$ cat src/rtl/message_unpack_pkg.sv
// Shared constants for the SHA-1 candidate message block layout.
// The encoder side of the collider uses the same word map and error indices.
package message_unpack_pkg;

    localparam logic [31:0] PAD_WORD        = 32'h8000_0000;
    localparam logic [31:0] LEN_WORD        = 32'd192;
    localparam int          WORDS_PER_FRAME = 16;

    // Word positions inside the 16-word frame.
    localparam logic [3:0] W_NONCE0   = 4'd0;
    localparam logic [3:0] W_NONCE1   = 4'd1;
    localparam logic [3:0] W_NONCE2   = 4'd2;
    localparam logic [3:0] W_NONCE3   = 4'd3;
    localparam logic [3:0] W_FIXED_HI = 4'd4;
    localparam logic [3:0] W_FIXED_LO = 4'd5;
    localparam logic [3:0] W_PAD      = 4'd6;
    localparam logic [3:0] W_LEN      = 4'd15;

    // Bit positions in the error vector.
    localparam int ERR_DIGIT = 0;
    localparam int ERR_SEP   = 1;
    localparam int ERR_PAD   = 2;
    localparam int ERR_LEN   = 3;
    localparam int ERR_FRAME = 4;
    localparam int ERR_W     = 5;

    typedef enum logic {
        ST_COLLECT = 1'b0,
        ST_PRESENT = 1'b1
    } state_t;

endpackage

$ cat src/rtl/message_unpack_bcd_byte_check.sv
// Checks one message byte for a valid BCD digit (upper nibble zero, value 0..9).
module bcd_byte_check (
    input  logic [7:0] data,
    output logic [3:0] digit,
    output logic       ok
);

    // The lower nibble is passed through even when the byte is not a digit.
    assign digit = data[3:0];
    assign ok    = (data[7:4] == 4'd0) && (data[3:0] <= 4'd9);

endmodule

$ cat src/rtl/message_unpack.sv
// Streaming decoder: recovers the BCD nonce and fixed data from a 16-word
// SHA-1 message block and validates digits, separators, padding, length and
// framing.
//
// Handshakes: a word moves when rx_valid && rx_ready on a rising edge; a
// result moves when tx_valid && tx_ready on a rising edge. Both ready/valid
// outputs are registered, and the result fields only change while tx_valid=0.
module message_unpack
    import message_unpack_pkg::*;
(
    input  logic              clk,
    input  logic              rst_n,
    input  logic [31:0]       rx_data,
    input  logic              rx_valid,
    input  logic              rx_last,
    output logic              rx_ready,
    output logic [59:0]       tx_nonce,
    output logic [55:0]       tx_fixed_data,
    output logic [ERR_W-1:0]  tx_error,
    output logic              tx_valid,
    input  logic              tx_ready,
    output state_t            dbg_state,
    output logic [3:0]        dbg_count
);

    state_t            state_q, state_d;
    logic              rx_ready_d, tx_valid_d;
    logic [3:0]        count_q;
    logic [ERR_W-1:0]  word_err;
    logic [3:0]        digit_v [4];
    logic [3:0]        ok_v;
    logic              rx_fire, tx_fire, at_end, final_word;

    assign rx_fire    = rx_valid && rx_ready;
    assign tx_fire    = tx_valid && tx_ready;
    assign at_end     = (count_q == 4'(WORDS_PER_FRAME - 1));
    assign final_word = rx_fire && (rx_last || at_end);

    assign dbg_state  = state_q;
    assign dbg_count  = count_q;

    // One checker per byte lane; lane 3 is the most significant byte.
    for (genvar i = 0; i < 4; i++) begin : g_lane
        bcd_byte_check u_check (
            .data  (rx_data[8*i+7:8*i]),
            .digit (digit_v[i]),
            .ok    (ok_v[i])
        );
    end

    // State register plus the registered handshake outputs.
    always_ff @(posedge clk or negedge rst_n) begin
        if (!rst_n) begin
            state_q  <= ST_COLLECT;
            rx_ready <= 1'b0;
            tx_valid <= 1'b0;
        end else begin
            state_q  <= state_d;
            rx_ready <= rx_ready_d;
            tx_valid <= tx_valid_d;
        end
    end

    // Next state: a frame ends on its last word, a result leaves on tx handshake.
    always_comb begin
        state_d = state_q;
        case (state_q)
            ST_COLLECT: if (final_word) state_d = ST_PRESENT;
            ST_PRESENT: if (tx_fire)    state_d = ST_COLLECT;
            default:                    state_d = ST_COLLECT;
        endcase
    end

    // Handshake outputs follow the state being entered so they are registered.
    always_comb begin
        rx_ready_d = (state_d == ST_COLLECT);
        tx_valid_d = (state_d == ST_PRESENT);
    end

    // Errors contributed by the word currently on rx_data, addressed by the counter.
    always_comb begin
        word_err = '0;
        case (count_q)
            W_NONCE0, W_NONCE1, W_NONCE2: word_err[ERR_DIGIT] = ~&ok_v;
            W_NONCE3: begin
                word_err[ERR_DIGIT] = ~&ok_v[3:1];
                word_err[ERR_SEP]   = (rx_data[7:0] != 8'd0);
            end
            W_FIXED_HI: word_err = '0;
            W_FIXED_LO: word_err[ERR_SEP] = (rx_data[7:0] != 8'd0);
            W_PAD:      word_err[ERR_PAD] = (rx_data != PAD_WORD);
            W_LEN:      word_err[ERR_LEN] = (rx_data != LEN_WORD);
            default:    word_err[ERR_PAD] = (rx_data != 32'd0);
        endcase
        // Early rx_last or a missing rx_last on word 15 both mean bad framing.
        word_err[ERR_FRAME] = rx_last ^ at_end;
    end

    // Field capture, word counter and sticky errors; all cleared after a result leaves.
    always_ff @(posedge clk or negedge rst_n) begin
        if (!rst_n) begin
            count_q       <= '0;
            tx_nonce      <= '0;
            tx_fixed_data <= '0;
            tx_error      <= '0;
        end else if (tx_fire) begin
            count_q       <= '0;
            tx_nonce      <= '0;
            tx_fixed_data <= '0;
            tx_error      <= '0;
        end else if (rx_fire) begin
            count_q  <= count_q + 4'd1;
            tx_error <= tx_error | word_err;
            case (count_q)
                W_NONCE0:   tx_nonce[59:44] <= {digit_v[3], digit_v[2], digit_v[1], digit_v[0]};
                W_NONCE1:   tx_nonce[43:28] <= {digit_v[3], digit_v[2], digit_v[1], digit_v[0]};
                W_NONCE2:   tx_nonce[27:12] <= {digit_v[3], digit_v[2], digit_v[1], digit_v[0]};
                W_NONCE3:   tx_nonce[11:0]  <= {digit_v[3], digit_v[2], digit_v[1]};
                W_FIXED_HI: tx_fixed_data[55:24] <= rx_data;
                W_FIXED_LO: tx_fixed_data[23:0]  <= rx_data[31:8];
                default: ;
            endcase
        end
    end

endmodule

$ cat config.mk
export PLATFORM = sky130hd
export DESIGN_NAME = message_unpack
export DESIGN_NICKNAME = d
export VERILOG_FILES = /design/src/rtl/message_unpack_pkg.sv /design/src/rtl/message_unpack_bcd_byte_check.sv /design/src/rtl/message_unpack.sv
export SDC_FILE = /design/constraint.sdc
export NUM_CORES = 1
export LEC_CHECK = 0
export ABC_CLOCK_PERIOD_IN_PS = 2400
export CAP_MARGIN = 0
export CELL_PAD_IN_SITES_DETAIL_PLACEMENT = 1
export CELL_PAD_IN_SITES_GLOBAL_PLACEMENT = 2
export CORE_MARGIN = 5
export CORE_UTILIZATION = 30
export CTS_CLUSTER_SIZE = 24
export DETAILED_ROUTE_END_ITERATION = 8
export GPL_TIMING_DRIVEN = 0
export HOLD_SLACK_MARGIN = 0.05
export PLACE_DENSITY_LB_ADDON = 0.15
export SLEW_MARGIN = 20
export SYNTH_ARGS = -nofsm -noshare
export SYNTH_HDL_FRONTEND = slang
export SYNTH_HIERARCHICAL = 1
export SYNTH_SLANG_ARGS = --single-unit
export TNS_END_PERCENT = 50
$ cat constraint.sdc
create_clock -name clk -period 2.4 [get_ports clk]
set_input_delay 0.36 -clock clk [delete_from_list [all_inputs] [get_ports clk]]
set_output_delay 0.36 -clock clk [all_outputs]
set_load 0.01 [all_outputs]
==> Word level (Yosys, flattened, before mapping) <==
Index checks and enable logic that the tools add are counted.
{ "word_totals": {"regBits": 127, "inputBits": 37, "elab_cells": 84} }
{ "op_classes": {"addsub": 1, "magnitude_cmp": 4, "n_eq_ne": 9, "mux": 21, "n_bitwise": 4, "n_reduce_logical": 35} }
{ "op_table": {"columns": ["op", "n"], "rows": [
  ["$mux W60", 2],
  ["$mux W56", 2],
  ["$mux W16", 3],
  ["$mux W32", 1],
  ["$ne A32 B32 Y1 const B", 1],
  ["$ne A32 B8 Y1 const B", 1],
  ["$reduce_bool A32 Y1", 1],
  ["$mux W24", 1],
  ["$logic_not A4 Y1", 5],
  ["$le A4 B4 Y1 const B", 4],
  ["$reduce_bool A2 Y1", 7],
  ["$eq A4 B3 Y1 const B", 3],
  ["$mux W12", 1],
  ["$reduce_and A2 Y1", 6],
  ["$mux W5", 2],
  ["$eq A4 B2 Y1 const B", 2],
  ["$mux W4", 2],
  ["$reduce_bool A8 Y1", 1],
  ["$logic_and A1 B1 Y1", 7],
  ["$reduce_or A7 Y1", 1],
  ["$pmux W1 S2", 3],
  ["$or A5 B5 Y5", 1],
  ["$add A4 B1 Y4 const B", 1],
  ["$eq A4 B1 Y1 const B", 1],
  ["other kinds (10)", 15]
]} }

==> Longest topological paths before layout <==
{ "depth": {"ltp_word": 8, "ltp_mapped": 7, "depth_no_buf": 6} }

==> Hierarchy <==
Netlist, hierarchy kept.
{ "modules_own_cells": {"columns": ["mod", "instances", "cells_per_inst", "area_each_um2"], "rows": [
  ["message_unpack", 1, 599, 5361.4],
  ["bcd_byte_check", 4, 7, 47.5]
]} }

==> Worst setup path before layout <==
No wires, ideal clock.
{ "synth_path": {"path_kind": "register to register", "start": "reg count_q[0] (netlist: dbg_count[0])", "end": "reg tx_fixed_data[49]", "setup_time_ns": 0.078, "arrival_ns": 1.565, "slack_ns": 0.756, "path_stages_with_launch": 8, "path_buffers": 2, "synth_period_minus_slack_ns": 1.644, "path_cell_list": "dfrtp_1 -> inv_1 -> ha_1 -> buf_1 -> nand2_1 -> buf_1 -> nand2_1 -> a21oi_1"} }
{ "synth_via": {"elab_chain_len": 3} }
{ "synth_rtl": {"columns": ["element", "line", "source"], "rows": [
  ["start, declared", "message_unpack.sv:28", "logic [3:0] count_q;"],
  ["start signal, assigned", "message_unpack.sv:112", "count_q <= count_q + 4'd1;"],
  ["$eq A4 B3 Y1", "message_unpack.sv:114", "case (count_q)"],
  ["$reduce_bool A2 Y1 (no source line)", null, null],
  ["$reduce_and A2 Y1 (no source line)", null, null],
  ["end signal, assigned", "message_unpack.sv:119", "W_FIXED_HI: tx_fixed_data[55:24] <= rx_data;"],
  ["end, declared", "message_unpack.sv:18", "output logic [55:0] tx_fixed_data,"]
]} }
No other way between the ends.
A chain may end at the register's enable or synchronous reset.

==> Worst setup path after layout <==
{ "layout_path": {"start": "reg count_q[0] (netlist: dbg_count[0])", "end": "reg tx_fixed_data[53]"} }
The elaborated chain is that of the path after synthesis.

==> results.tsv <==
metric	value	unit
die_h	146	um
synthAdderAreaFrac	1.13	%
crit_slowest_cell	dfrtp_1	
arrival	2.42	ns
area_delta_synth_final	45.9	%
report.final.hold_viol_count	0	
clockBufferDepth	2	
overflow	0	
nets	854	
yosys.area_share.simple	22.3	%
cp_data_required_time	2.66	ns
multiInputGateArea	0.00202	sq mm
rows	49	
wl_per_cell	19.3	um
antenna_found_initial	0	
drive_above_1_share	8.51	%
cts_buffers	17	
drc	0	
syn_area	0.00555	sq mm
placedCellCount	1021	
peakVddDrop	512	uV
p_per_area	1140	mW/mm^2
drt_pass1_iterations	4	
synth_edf_count	0	
cpPeakStageDelay	0.46	ns
synth.distinct_cells	26	
fin_util	44.8	%
yosys_register_bits	127	
grt_pass1_wl	32400	um
clock-sinks	127	
gp_congestion	0.811	
async_flop_share	100	%
wirelength	20300	um
tightest_slew	0.662	ns
drtIter0Drc	213	
max_slew_margin	55.9	%
synth_flop_cell	dfrtp_1	
path_cells	inv_1 -> ha_1 -> buf_1 -> nand2_1 -> buf_1 -> nand2_1 -> a21oi_1	
finalSetupViolations	0	
end_kind	flip-flop	
status	finished clean	
root_buffer	clkbuf_16	
final_antenna_net_count	0	
fmaxAchievable	464	MHz
maxCapViolCount	0	
layout_min_cycle_time	2.15	ns
regArea	0.00318	sq mm
yosysSeqAreaShare	57.2	%
synth_area_per_cell	8.85	sq um
cts_tree	built	
hold_path_class	input port to async pin	
synthMuxAreaShare	0	%
yosysWarningCount	6	
rsz0062_at_grt	no	
yosysTopAreaCell	dfrtp_1	
syn_nets	669	
initial_utilization	30.7	%
place_hpwl	15700	um
coreArea	0.0181	sq mm
syn_inst	627	
grt_max_degree	82	
fp.dieW	146	um
synth_top_area_share	57.2	%
synth_compound_gate_area_share	12.3	%
synth_top_cells_by_area	dfrtp_1, nand2_1, a21oi_1	
grt_usage	19.3	%
crit_fanout	10	
synth_xor_area_share	0.631	%
viasPerCell	4.90	
dieArea	0.0213	sq mm
antennaDiodeCount	0	
first_global_vias	5753	
cp-start-kind	flip-flop	
clkTransAtPathRegs	0.06	ns
synth_top_family_by_area	simple AND/OR/NAND/NOR gates	
p_leak	3.37	nW
worstSetupPathType	flip-flop to flip-flop	
finalNonFillerCells	1052	
fin_crit_sh	89.7	%
io_buffers	164	
clock_skew	0.00644	ns
htreeDepth	4	
pin_count	165	
maxSlewViolCount	0	
worst_skew_pair.late_latency	0.41	ns
setup-tns-final	0	ns
vias	5159	
n_fill_cell	2069	
-- synthesized netlist by cell type (6+ instances only) --
| cell type | count |
|---|---|
| nand2_1 | 197 |
| dfrtp_1 | 127 |
| a21oi_1 | 121 |
| nand3_1 | 50 |
| buf_4 | 21 |
| clkbuf_1 | 20 |
| buf_2 | 16 |
| nor4_1 | 11 |
| o21ai_0 | 10 |
| and2_1 | 9 |
| nor2_1 | 9 |
| buf_1 | 6 |
-- cell families after synthesis --
group	count (synthesis)
simple gates	289
compound gates	134
flops	127
buf+inv	68
fa+ha+maj	5
xor+xnor	4
-- timing repair --
item                       4_1_cts  5_1_grt
hold buffers                     1        0
setup endpoints to repair        0        1
resized for setup                0        1
setup buffers                    0        0
hold endpoints to repair        46        0
-- flip-flops by register name (all words and copies together) (netlist names) --
register,count
tx_error,5
dbg_count,4
rx_ready,1
dbg_state,1
tx_fixed_data,56
tx_nonce,60
-- layout make-up --
cell class | count | area share [%]
flip-flops and latches | 127 | 39.2
clock buffers | 24 | 6.07
well taps | 229 | 3.54
clock inverters | 6 | 1.02
multi-input cells | 432 | 24.9
inverters | 5 | 0.232
plain buffers | 63 | 4.16
repair buffers | 166 | 20.8
-- worst paths after layout --
kind	from	endpoint	slack [ns]	cells past startpoint
min reg2reg	tx_error[4]$_DFFE_PN0P_	tx_error[4]$_DFFE_PN0P_	0.51	2
min	rst_n	tx_nonce[45]$_DFFE_PN0P_	0.44	2
max	dbg_count[0]$_DFFE_PN0P_	tx_fixed_data[53]$_DFFE_PN0P_	0.25	7
max reg2reg	dbg_count[0]$_DFFE_PN0P_	tx_fixed_data[53]$_DFFE_PN0P_	0.25	7
max in group asynchronous	rst_n	tx_fixed_data[37]$_DFFE_PN0P_	1.22	3
min in group clk	tx_error[4]$_DFFE_PN0P_	tx_error[4]$_DFFE_PN0P_	0.51	2
-- per-layer routing --
metal  track usage, %  routed length (um)  up-vias
met3             5.55                1200       28
met4             6.21                 389        0
li1                 -                   -     2446
met1             23.5                8740     2550
met2             33.0               10000      135
met5                0                   0        -
-- through the flow --
stage / instance area (sq um) / setup WS, ns / total power (W) / hold WS [ns]
6_report: 8100 / 0.247 / 0.00921 / 0.442
5_1_grt: 8100 / 0.0673 / 0.00974 / 0.484
4_1_cts: 8100 / 0.168 / 0.00932 / 0.453
3_5_place_dp: 7510 / -0.114 / 0.00675 / 0.289
3_3_place_gp: 7480 / -4.14 / 0.00662 / 0.485
2_1_floorplan: 5550 / 0.756 / 0.00471 / 0.0644
-- worst max-delay path, delay by kind of cell, from the launching register on --
family / cells / cell delay (ns)
AOI/OAI and AO/OA: 1 / 0.08
adders and majority gates: 1 / 0.18
buffers and inverters: 3 / 0.86
DFF: 1 / 0.46
and+or+nand+nor: 2 / 0.43
-- cells in the final DEF, fill, tap and decap left out, types with 10 or more instances in the layout --
cell	instances
o21ai_0	10
buf_2	16
clkbuf_1	23
nand3_1	50
a21oi_1	121
dfrtp_1	127
buf_4	21
clkbuf_16	17
clkdlybuf4s50_1	163
nand2_1	197
nor4_1	11
-- power breakdown --
part	internal, W	switching [W]
sequential	0.00277	0.000424
combinational	0.00168	0.00179
clock	0.00162	0.000921
Power figures use the tool's default switching activity.
==> edit 1: new RTL, config.mk and constraints unchanged <==
`ERR_W`: 5 -> 7.
--- a/src/rtl/message_unpack_pkg.sv
+++ b/src/rtl/message_unpack_pkg.sv
@@ -22,7 +22,7 @@
     localparam int ERR_PAD   = 2;
     localparam int ERR_LEN   = 3;
     localparam int ERR_FRAME = 4;
-    localparam int ERR_W     = 5;
+    localparam int ERR_W     = 7;
 
     typedef enum logic {
         ST_COLLECT = 1'b0,
Interface: changed (resized tx_error); port bits go from 165 to 167. The function was not compared with the original's and may differ.
==> edit 1 against the unedited design <==
- sequential share of layout area fell by 0.73 points
- die area rose by 2.3%
- wire length rose by 0.36%
- worst setup slack improved by 97 ps
- via count fell by 0.45%
- count of clock-buffer cells in the layout fell by 5
- sequential cell count did not move
- final area rose by 1.9%
- sequential power rose by 2%
- synthesized area rose by 2.4%
- non-clock buffer count did not move
- power rose by 3.3%
- final cell count rose by 0.95%
- critical endpoint is now tx_nonce[59]$_DFFE_PN0P_
- highest routed layer unchanged
==> edit 1: results (changes against the unedited design) <==
Max FO, Critical Path - 10 (unchanged)
wire per inst - 19.2 um (-0.58%)
flop-to-flop setup slack - 340 ps (+100 ps)
Bufs on Longest Clock Path - 2 (unchanged)
post-CTS sizing - 0 (unchanged)
hpwl dp - 15.6 mm (-0.62%)
largest net degree at the start of global routing - 73 (-11%)
gr usage total - 19.0% (-0.25 points)
Worst Skew - 7.38 ps (+0.940 ps)
CP peak stage delay - 460 ps (about the same)
pre-CTS setup slack - 29.4 ps (+144 ps)
RePlAce Congestion - 0.797 (-1.8%)
peak supply drop - 0.517 mV (+0.97%)
sw power - 3340 uW (+6.4%)
Port Buffers - 164 (unchanged)
Reg clk slew, reported paths - 60 ps (about the same)
drt pass-1 iters - 5 (+1)
Most used DFF post-synth - dfrtp_1
Slew HR - 57.8% (+1.9 points)
share of layout cells above drive strength 1 - 10.0% (+1.5 points)
leakage - 0.00341 uW (+1.1%)
first-pass GRT wire length - 32.3 mm (-0.27%)
initial drt markers - 177 (-17%)
initial antenna violation count - 0 (unchanged)
Worst-Skew Late Latency - 420 ps
kind of critical path - flop to flop
Yosys cell types - 34 (+31%)
Final Worst Setup Slack - 344 ps (+97.1 ps)
Crit-path slowest cell - dfrtp_1
clock root buffer - clkbuf_16
top post-synthesis cells by count - nand2_1 (197), dfrtp_1 (127), a21oi_1 (119)
placed inst area - 7660 um^2 (+1.9%)
total CTS buffers - 17 (unchanged)
Top Registers - tx_nonce: 60 flops, tx_fixed_data: 56 flops, tx_error: 5 flops
worst min-delay path category - primary input to async pin
status - complete, no violations
reg2reg start - dbg_count[0]$_DFFE_PN0P_
H-tree depth - 4 (unchanged)
Ys Warns - 6 (unchanged)
post-synthesis sequential area ratio - 55.9% (-1.4 points)
Post-Syn Instances - 629 (+0.32%)
Via density - 4.84 (-1.4%)
CP arrival - 2330 ps (-90 ps)
dpl cells - 1,029 (+0.78%)
Reg2Reg Depth - 7 (unchanged)
Worst R2R End - tx_nonce[59]$_DFFE_PN0P_
number of global-route vias before repair - 5,683 (-1.2%)
Synth async-reset ratio - 100% (unchanged)
layout net count - 857 (+0.35%)
top cells by area, synth - dfrtp_1 (56%), nand2_1 (13%), a21oi_1 (10%), nand3_1 (4.1%), buf_4 (3.0%)
via count - 5,136 (-0.45%)
diodes inserted - 0 (unchanged)
-- edit 1: changes by cell type after synthesis, moves of 3 or more --
cell	change
buf_2	-5
buf_1	-6
buf_6	+11
and2_1	-3
nand3_1	-3
-- edit 1: worst max-delay path, delay by kind of cell (launching register included) --
| family | cells | cell delay (ps) |
|---|---|---|
| AO/OA/AOI/OAI | 1 | 60 |
| adder cells (fa/ha/maj) | 1 | 190 |
| buffers and inverters | 3 | 800 |
| flip-flops | 1 | 460 |
| AND/OR/NAND/NOR | 2 | 390 |
-- edit 1: power groups by stage --
stage	combinational (uW)	clock, uW	sequential (uW)
after floorplan	1410	0	3500
after global placement	3640	0	3280
after detailed placement	3730	0	3300
after CTS	3750	2620	3270
after global routing	4030	2730	3340
final	3680	2570	3260
-- edit 1: cell type report --
cell class                 count  area, um^2
sequential                   127        3180
clock buffer                  19         443
tap                          234         293
multi-input combinational    434        2070
timing repair buffer         166        1680
clock inverter                13         140
fill                        2134       10500
inverter                       6        22.5
buffer                        63         419
-- edit 1: how the worst min path moves through the flow --
| stage | slack, ps | cells after the start | end | start |
|---|---|---|---|---|
| after floorplan | 60 | 0 | dbg_count[0]$_DFFE_PN0P_ | rst_n |
| after global placement | 480 | 2 | tx_error[0]$_DFFE_PN0P_ | tx_error[0]$_DFFE_PN0P_ |
| after detailed placement | 390 | 1 | tx_nonce[30]$_DFFE_PN0P_ | rst_n |
| after CTS | 520 | 2 | tx_fixed_data[6]$_DFFE_PN0P_ | tx_fixed_data[6]$_DFFE_PN0P_ |
| after global routing | 540 | 2 | tx_fixed_data[8]$_DFFE_PN0P_ | tx_fixed_data[8]$_DFFE_PN0P_ |
| final | 520 | 2 | tx_nonce[44]$_DFFE_PN0P_ | rst_n |
-- edit 1: logic make-up (layout without fill, tap and decap cells) --
logic type | Yosys count | in the layout | synth area share, %
AO/OA/AOI/OAI | 136 | 136 | 12.5
XOR/XNOR | 4 | 4 | 0.616
adder cells (fa/ha/maj) | 5 | 5 | 1.10
buffers and inverters | 69 | 267 | 7.77
flip-flops | 127 | 127 | 55.9
other | 1 | 2 | 0.0659
AND/OR/NAND/NOR | 287 | 287 | 22.0
-- edit 1: metrics by stage --
step	setup TNS, ps	hold slack [ps]
after detailed placement	0	388
after global placement	-534140	483
after global routing	0	540
after floorplan	0	64.4
final	0	518
after CTS	0	522
-- edit 1: timing repair --
action / CTS / global route
endpoints found under the hold margin: 71 / 0
buffers inserted: 0 / 0
hold buffers: 1 / 0
setup endpoints to repair: 0 / 0
-- edit 1: layer usage --
metal  GRT usage (%)  vias up  part of all wire [%]
li1                -     2458                     -
met1            24.7     2547                    46
met2            31.9      115                    48
met3            4.97       16                   4.5
met4            4.52        0                  0.98
met5               0        -                     0
==> edit 2: new RTL, same flow settings <==
Without the edit above. Register the output `tx_error` once more, cleared by the reset; this adds one clock of latency there. The other outputs are not delayed to match.
--- a/src/rtl/message_unpack.sv
+++ b/src/rtl/message_unpack.sv
@@ -22,6 +22,8 @@
     output state_t            dbg_state,
     output logic [3:0]        dbg_count
 );
+
+    logic [ERR_W-1:0] tx_error_s0;
 
     state_t            state_q, state_d;
     logic              rx_ready_d, tx_valid_d;
@@ -102,15 +104,15 @@
             count_q       <= '0;
             tx_nonce      <= '0;
             tx_fixed_data <= '0;
-            tx_error      <= '0;
+            tx_error_s0   <= '0;
         end else if (tx_fire) begin
             count_q       <= '0;
             tx_nonce      <= '0;
             tx_fixed_data <= '0;
-            tx_error      <= '0;
+            tx_error_s0   <= '0;
         end else if (rx_fire) begin
             count_q  <= count_q + 4'd1;
-            tx_error <= tx_error | word_err;
+            tx_error_s0 <= tx_error_s0 | word_err;
             case (count_q)
                 W_NONCE0:   tx_nonce[59:44] <= {digit_v[3], digit_v[2], digit_v[1], digit_v[0]};
                 W_NONCE1:   tx_nonce[43:28] <= {digit_v[3], digit_v[2], digit_v[1], digit_v[0]};
@@ -123,5 +125,13 @@
         end
     end
 
+    always_ff @(posedge clk or negedge rst_n) begin
+        if (!rst_n) begin
+            tx_error <= '0;
+        end else begin
+            tx_error <= tx_error_s0;
+        end
+    end
+
 endmodule
 
Function: changed (Yosys sat finds a counterexample within 4 cycles, from zero or initial values and one cycle with rst_n low).
==> edit 2 against the unedited design <==
- synthesized area fell by 1.1%
- sequential share of layout area is 1.6 points higher
- global-route usage down 0.77 points
- final area barely moved
- wire length is 4.5% lower
- sequential cell count increased by 5
- maximum frequency decreased by 0.21%
- worst setup slack got worse by 4.6 ps
- power increased by 4.5%
==> edit 2: results (changes against the unedited design) <==
metal2 WL - 9.63 mm (-3.7%)
Via density - 5.05 (+3.1%)
initial drt markers - 239 (+12%)
RePlAce Congestion - 0.783 (-3.5%)
hpwl dp - 14.6 mm (-7.3%)
Mean Syn Cell Area - 10.7 um^2 (+20%)
compound-gate portion of the synthesized area - 16.2% (+3.9 points)
status - complete, no violations
placed inst area - 7450 um^2 (-0.80%)
largest family of logic cells by synthesized area - compound AO/OA/AOI/OAI gates
top post-synthesis cells by count - dfrtp_1 (132), nand2_1 (73), a21oi_1 (65)
part of the power in the clock network - 29.0% (+1.4 points)
routed wl met3 - 870 um (-27%)
worst min-delay path category - flop to flop
syn nets - 557 (-17%)
top cells by area, synth - dfrtp_1 (60%), a22o_1 (8.6%), a21oi_1 (5.9%), nand3_1 (5.7%), nand2_1 (5.0%)
post-synthesis adder-cell area fraction - 1.14% (+0.012 points)
gr usage total - 18.5% (-0.77 points)
dpl cells - 909 (-11%)
pre-CTS setup slack - -164 ps (-49.2 ps)
share of layout cells above drive strength 1 - 11.2% (+2.7 points)
measured slew at the worst slew-check pin - 618 ps (-43.1 ps)
wire per inst - 20.6 um (+6.7%)
WL met1 - 8.70 mm (-0.45%)
first-pass GRT wire length - 30.9 mm (-4.5%)
edit 2: cell count changes after synthesis, sizes merged, moves of 2 or more:
cell,change
nor2,+3
nand2,-127
nand3,+13
buf,-4
and2,-3
o21ai,-4
a21oi,-56
and3,+2
nand4,+2
dfrtp,+5
a22o,+56
edit 2: layout make-up:
class | instances | area, um^2
well taps | 229 | 287
clock buffers | 17 | 425
repair buffers | 166 | 1680
clock inverters | 15 | 203
multi-input cells | 320 | 1860
inverters | 4 | 15.0
flip-flops and latches | 132 | 3300
fillers | 1980 | 9870
plain buffers | 59 | 317
edit 2: critical path, stage by stage:
cell,delay [ps]
clkdlybuf4s50_1,470
and2_1,120
clkbuf_1,370
clkbuf_1,470
buf_1,530
a21oi_1,90
edit 2: what timing repair did:
item | 4_1_cts | 5_1_grt
hold buffers | 1 | 0
gates resized for setup | 0 | 0
endpoints found under the hold margin | 58 | 0
edit 2: path summary, 6_finish.rpt:
| check | slack [ps] | from | depth (start not counted) | endpoint |
|---|---|---|---|---|
| worst max-delay path | 240 | tx_ready | 6 | tx_nonce[56]$_DFFE_PN0P_ |
| worst min-delay path | 380 | tx_error_s0[1]$_DFFE_PN0P_ | 0 | tx_error[1]$_DFF_PN0_ |
| worst max register to register | 250 | dbg_state$_DFF_PN0_ | 5 | tx_nonce[56]$_DFFE_PN0P_ |
| worst min register to register | 380 | tx_error_s0[1]$_DFFE_PN0P_ | 0 | tx_error[1]$_DFF_PN0_ |
| max in group asynchronous | 1190 | rst_n | 3 | tx_nonce[36]$_DFFE_PN0P_ |
| min in group asynchronous | 480 | rst_n | 2 | tx_fixed_data[43]$_DFFE_PN0P_ |
edit 2: per-layer routing:
metal  GRT usage, %  vias to the layer above
li1               -                     2186
met1           24.4                     2454
met2           30.5                      109
met3           4.12                       12
met4           5.64                        0
met5              0                        -
